<file path="src/rtl/axi4_pkg.sv">
// Shared response codes, FSM state types and the byte-address decoder for the
// AXI4-Lite memory target.
package axi4_pkg;

  localparam logic [1:0] RESP_OKAY   = 2'b00;
  localparam logic [1:0] RESP_SLVERR = 2'b10;

  typedef enum logic {W_IDLE = 1'b0, W_RESP = 1'b1} wr_state_t;
  typedef enum logic {R_IDLE = 1'b0, R_DATA = 1'b1} rd_state_t;

  // Returns {idx, err}: err sits in the LSB so callers can truncate the result
  // to exactly the index width they need.
  function automatic logic [32:0] addr_decode(input logic [31:0] addr,
                                              input logic [31:0] base,
                                              input logic [31:0] depth);
    logic [31:0] off;
    logic [31:0] idx;
    logic        err;
    off = addr - base;
    idx = off >> 2'd2;
    err = (addr < base) || (idx >= depth) || (addr[1:0] != 2'b00);
    return {idx, err};
  endfunction

endpackage

</file>
<file path="src/rtl/axi4_lite_mem_slave.sv">
// Memory-backed AXI4-Lite target: independent write and read FSMs over a
// flop-based word array that is cleared on reset.
module axi4_lite_mem_slave
  import axi4_pkg::*;
#(
  parameter int          ADDR_W    = 32,
  parameter int          DATA_W    = 32,
  parameter int          DEPTH     = 16,
  parameter logic [31:0] BASE_ADDR = 32'h0000_0000
) (
  input  logic                clk,
  input  logic                reset_n,
  input  logic [ADDR_W-1:0]   awaddr,
  input  logic                awvalid,
  output logic                awready,
  input  logic [DATA_W-1:0]   wdata,
  input  logic [DATA_W/8-1:0] wstrb,
  input  logic                wvalid,
  output logic                wready,
  output logic [1:0]          bresp,
  output logic                bvalid,
  input  logic                bready,
  input  logic [ADDR_W-1:0]   araddr,
  input  logic                arvalid,
  output logic                arready,
  output logic [DATA_W-1:0]   rdata,
  output logic [1:0]          rresp,
  output logic                rvalid,
  input  logic                rready
);

  localparam int IDX_W  = $clog2(DEPTH);
  localparam int STRB_W = DATA_W / 8;

  logic [DATA_W-1:0] mem_q [DEPTH];

  wr_state_t         wr_state_q;
  logic              awready_q, wready_q, bvalid_q;
  logic [1:0]        bresp_q;
  logic              aw_held_q, w_held_q;
  logic [ADDR_W-1:0] awaddr_q;
  logic [DATA_W-1:0] wdata_q;
  logic [STRB_W-1:0] wstrb_q;

  rd_state_t         rd_state_q;
  logic              arready_q, rvalid_q;
  logic [1:0]        rresp_q;
  logic [DATA_W-1:0] rdata_q;

  logic              aw_hs_s, w_hs_s, ar_hs_s;
  logic              aw_held_d, w_held_d, commit_s;
  logic [ADDR_W-1:0] aw_addr_sel_s;
  logic [DATA_W-1:0] w_data_sel_s;
  logic [STRB_W-1:0] w_strb_sel_s;
  logic [IDX_W:0]    wr_dec_s, rd_dec_s;
  logic              wr_err_s, rd_err_s;
  logic [IDX_W-1:0]  wr_idx_s, rd_idx_s;

  assign aw_hs_s   = awvalid && awready_q;
  assign w_hs_s    = wvalid && wready_q;
  assign ar_hs_s   = arvalid && arready_q;
  assign aw_held_d = aw_held_q || aw_hs_s;
  assign w_held_d  = w_held_q || w_hs_s;
  assign commit_s  = (wr_state_q == W_IDLE) && aw_held_d && w_held_d;

  // A handshake arriving on the commit edge is used directly, bypassing the latch.
  assign aw_addr_sel_s = aw_held_q ? awaddr_q : awaddr;
  assign w_data_sel_s  = w_held_q ? wdata_q : wdata;
  assign w_strb_sel_s  = w_held_q ? wstrb_q : wstrb;

  assign wr_dec_s = (IDX_W+1)'(addr_decode(32'(aw_addr_sel_s), BASE_ADDR, 32'(DEPTH)));
  assign rd_dec_s = (IDX_W+1)'(addr_decode(32'(araddr), BASE_ADDR, 32'(DEPTH)));
  assign wr_err_s = wr_dec_s[0];
  assign wr_idx_s = wr_dec_s[IDX_W:1];
  assign rd_err_s = rd_dec_s[0];
  assign rd_idx_s = rd_dec_s[IDX_W:1];

  always_ff @(posedge clk or negedge reset_n) begin
    if (!reset_n) begin
      wr_state_q <= W_IDLE;
      awready_q  <= 1'b0;
      wready_q   <= 1'b0;
      bvalid_q   <= 1'b0;
      bresp_q    <= RESP_OKAY;
      aw_held_q  <= 1'b0;
      w_held_q   <= 1'b0;
      awaddr_q   <= '0;
      wdata_q    <= '0;
      wstrb_q    <= '0;
      for (int i = 0; i < DEPTH; i++) mem_q[i] <= '0;
    end else begin
      case (wr_state_q)
        W_IDLE: begin
          if (aw_hs_s) awaddr_q <= awaddr;
          if (w_hs_s) begin
            wdata_q <= wdata;
            wstrb_q <= wstrb;
          end
          if (commit_s) begin
            if (!wr_err_s) begin
              for (int b = 0; b < STRB_W; b++) begin
                if (w_strb_sel_s[b]) mem_q[wr_idx_s][8*b +: 8] <= w_data_sel_s[8*b +: 8];
              end
            end
            aw_held_q  <= 1'b0;
            w_held_q   <= 1'b0;
            awready_q  <= 1'b0;
            wready_q   <= 1'b0;
            bvalid_q   <= 1'b1;
            bresp_q    <= wr_err_s ? RESP_SLVERR : RESP_OKAY;
            wr_state_q <= W_RESP;
          end else begin
            aw_held_q <= aw_held_d;
            w_held_q  <= w_held_d;
            awready_q <= !aw_held_d;
            wready_q  <= !w_held_d;
          end
        end
        W_RESP: begin
          if (bready) begin
            bvalid_q   <= 1'b0;
            awready_q  <= 1'b1;
            wready_q   <= 1'b1;
            wr_state_q <= W_IDLE;
          end
        end
        default: begin
          bvalid_q   <= 1'b0;
          wr_state_q <= W_IDLE;
        end
      endcase
    end
  end

  // Reads sample mem_q before any same-edge write lands, so collisions see old data.
  always_ff @(posedge clk or negedge reset_n) begin
    if (!reset_n) begin
      rd_state_q <= R_IDLE;
      arready_q  <= 1'b0;
      rvalid_q   <= 1'b0;
      rresp_q    <= RESP_OKAY;
      rdata_q    <= '0;
    end else begin
      case (rd_state_q)
        R_IDLE: begin
          if (ar_hs_s) begin
            rdata_q    <= rd_err_s ? '0 : mem_q[rd_idx_s];
            rresp_q    <= rd_err_s ? RESP_SLVERR : RESP_OKAY;
            rvalid_q   <= 1'b1;
            arready_q  <= 1'b0;
            rd_state_q <= R_DATA;
          end else begin
            arready_q <= 1'b1;
          end
        end
        R_DATA: begin
          if (rready) begin
            rvalid_q   <= 1'b0;
            arready_q  <= 1'b1;
            rd_state_q <= R_IDLE;
          end
        end
        default: begin
          rvalid_q   <= 1'b0;
          rd_state_q <= R_IDLE;
        end
      endcase
    end
  end

  assign awready = awready_q;
  assign wready  = wready_q;
  assign bvalid  = bvalid_q;
  assign bresp   = bresp_q;
  assign arready = arready_q;
  assign rvalid  = rvalid_q;
  assign rresp   = rresp_q;
  assign rdata   = rdata_q;

endmodule
</file>
<file path="config.mk">
export PLATFORM = sky130hd
export DESIGN_NAME = axi4_lite_mem_slave
export DESIGN_NICKNAME = d
export VERILOG_FILES = /design/src/rtl/axi4_pkg.sv /design/src/rtl/axi4_lite_mem_slave.sv
export SDC_FILE = /design/constraint.sdc
export NUM_CORES = 1
export LEC_CHECK = 0
export ABC_AREA = 1
export CAP_MARGIN = 20
export CORE_ASPECT_RATIO = 1.25
export CORE_MARGIN = 2
export CORE_UTILIZATION = 35
export CTS_CLUSTER_DIAMETER = 30
export DETAILED_ROUTE_END_ITERATION = 10
export SYNTH_ARGS = -nofsm -noshare
export SYNTH_HDL_FRONTEND = slang
export SYNTH_SLANG_ARGS = --single-unit
</file>
<file path="constraint.sdc">
create_clock -name clk -period 2.2 [get_ports clk]
set_input_delay 0.44 -clock clk [delete_from_list [all_inputs] [get_ports clk]]
set_output_delay 0.44 -clock clk [all_outputs]
set_load 0.005 [all_outputs]
</file>
==> reports/qor.txt <==
Worst min path class: input port to async pin
Chip width: 276 µm
GPL Wtd Cong: 0.840
Grt met2 use: 0.382
Worst-margin pin slew: 551 ps
GR met3 Demand/Resource: 0.0418
Critical path capture point type: flip-flop
Antenna Cells: 0
Pwr per Cell Area: 1010 mW/mm²
Final slew viol count: 0
Setup TNS: 0 ps
Slew headroom: 0.633
Detailed Place HPWL: 71900 µm
Cells after Synth: 4048
Post-synthesis register bit count: 623
Required time worst endpoint: 2800 ps
Vias per std cell: 5.44
Synth unique cells: 30
Finish-stage setup viols: 0
Total gr overflow: 0
Met1 Usage GRT: 0.316
CTS Sinks: 623
Post-Route Skew: 27.5 ps
Root Driver: clkbuf_16
# rows: 124
Place WS: -378 ps
Clock transition at path regs: 50 ps
Hold Vio Cnt, Final: 0
I/O Buffers: 145
WHS: 235 ps
RSZ-0062 raised after global routing: yes
Total global-route track usage: 0.236
# nets final: 4428
Post-synthesis compound-gate area fraction: 0.0255
Clk buf depth: 3
Period utilisation layout: 0.964
Placed cell areas: 0.0377 mm²
Via count: 30600
Critical path class: flip-flop to flip-flop
Iter 0 DRT Violations: 2924
Failing checks: design-rule violations
Grt peak-use layer: met2
Design Power: 42.7 mW
Lkg Pwr: 21.2 nW
Finished Cell Area: 0.0422 mm²
Seq/Total Area, Yosys: 0.482
Wire per inst: 19.8 µm
Setup WS post-layout: 78.5 ps
Peak supply drop: 0.000921 V
H-tree depth: 4
Initial Utilization: 0.353
Post-Synth Simple-Gate Area: 0.433
Routed WL: 111000 µm
Cell Area, Synth: 0.0324 mm²
CTS tree: built
Main combinational cell family by area after synthesis: simple AND/OR/NAND/NOR gates
Startpoint class of the critical path: flip-flop
Die area: 0.0949 mm²
Number of global-route vias before repair: 30200
CP Max Fanout: 11
Adder-Cell Fraction of Synth Area: 0
Number of remaining DRC errors: 4
Post-Synth XOR/XNOR Area: 0
Pin count of the biggest net entering global routing: 86
Arrival time worst endpoint: 2720 ps
Worst-skew pair later-pin latency: 720 ps
Core Box Area: 0.0915 mm²
Pre-antenna DRT Iters: 9
Synthesized area per cell: 7.99 µm²
Global-route wire length before repair: 176000 µm
Final ANT Viol Nets: 0
Ports: 148
Max Clock Freq: 471 MHz
Shortest period the worst path allows: 2120 ps
Die Y: 344 µm
Synth Warn #: 0
Multiplexer share of the synthesized area: 0
Fraction of layout cells with a size suffix above 1: 0.152
Worst R2R Path Depth: 13
Num CTS Buffers: 131
Max Cap Viol: 0
Status: finished, violations left
Initial antenna violation count: 1
Synth-to-layout area growth: 30.5%
cells in the mapped netlist, drive strengths merged:
library cell	number	area share
a21oi	41	0.0063
buf	198	0.035
or2	3	0.00058
nand3	434	0.067
clkinv	2	0.00023
o21ai	91	0.015
nand3b	2	0.00046
a22oi	18	0.0042
dfrtp	623	0.48
nand2	1774	0.21
conb	1	0.00012
nor3	4	0.00062
nand4	576	0.14
and3b	1	0.00027
clkbuf	146	0.017
inv	68	0.0079
nor2	63	0.016
nor4	3	0.00058
state kept, by name, indices dropped and copies added, names as in the netlist, 4 cells and up:
signal and cells:
awaddr_q 32, mem_q 512, rdata 32, wdata_q 32, wstrb_q 4
layer usage:
| metal | share of wire | wire (µm) |
|---|---|---|
| met1 | 0.42 | 47100 |
| met2 | 0.48 | 53300 |
| met3 | 0.067 | 7430 |
| met4 | 0.028 | 3150 |
| met5 | 0.000099 | 11 |
worst max-delay path, cell delays in order, from the launching register on:
cell,delay [ps]
dfrtp_1,410
buf_12,160
inv_2,60
nor2_1,90
nand3b_1,100
nand2_1,70
nand2_1,80
nor2_4,130
buf_12,140
buf_12,170
buf_12,150
nand4_4,230
nand2_1,140
nand2_1,60
report_power, final:
part           switching [mW]  total [mW]  internal (mW)
Combinational            7.31        10.5           3.23
Sequential              0.362        12.5           12.2
Clock                    6.67        19.6           12.9
Total                    14.3        42.7           28.3
path summary, 6_finish.rpt:
check | from | endpoint | slack (ps)
worst min-delay path | reset_n | mem_q[429] | 240
worst max-delay path | aw_held_q | mem_q[496] | 80
min in group clk | awaddr[1] | awaddr_q[1] | 300
worst max register to register | aw_held_q | mem_q[496] | 80
worst min register to register | awaddr_q[22] | awaddr_q[22] | 470
max in group asynchronous | reset_n | mem_q[56] | 1100
placed cells by master (no fill, tap or decap), types with 18 or more instances in the layout:
cell type / n
nand2_1: 1762
dfrtp_1: 622
nand4_1: 512
nand3_1: 432
buf_4: 211
clkdlybuf4s50_1: 140
clkbuf_16: 137
buf_12: 119
inv_1: 62
nand4_4: 61
o21ai_0: 51
nor2_1: 43
a21oi_1: 41
o21ai_1: 32
clkbuf_1: 21
clkinv_2: 20
a22oi_1: 18
clkinvlp_4: 18
stage by stage:
step,std cells,utilization
after floorplan,4049,-
after global placement,5377,0.412
after detailed placement,5377,0.412
after CTS,5614,0.460
after global routing,5621,0.461
final,5621,0.461
repair_timing:
action | in CTS | in global routing
endpoints found under the setup margin | 0 | 131
buffers inserted | 0 | 5
endpoints found under the hold margin | 110 | 0
hold buffers | 1 | 0
resized for setup | 0 | 11
area by class of cell:
| type | instances | area, µm² |
|---|---|---|
| clock buffers | 172 | 3680 |
| clock inverters | 64 | 702 |
| fillers | 8814 | 49300 |
| inverters | 70 | 273 |
| multi-input cells | 3012 | 14900 |
| flip-flops and latches | 623 | 15600 |
| well taps | 1197 | 1500 |
| repair buffers | 483 | 5570 |
cell families (layout without fill, tap and decap cells):
| kind of cell | after synthesis | after routing |
|---|---|---|
| buf+inv | 414 | 789 |
| compound gates | 150 | 150 |
| flops | 623 | 623 |
| simple gates | 2860 | 2860 |
| other cells | 1 | 2 |
No activity file was read; power rests on OpenSTA's default activity.
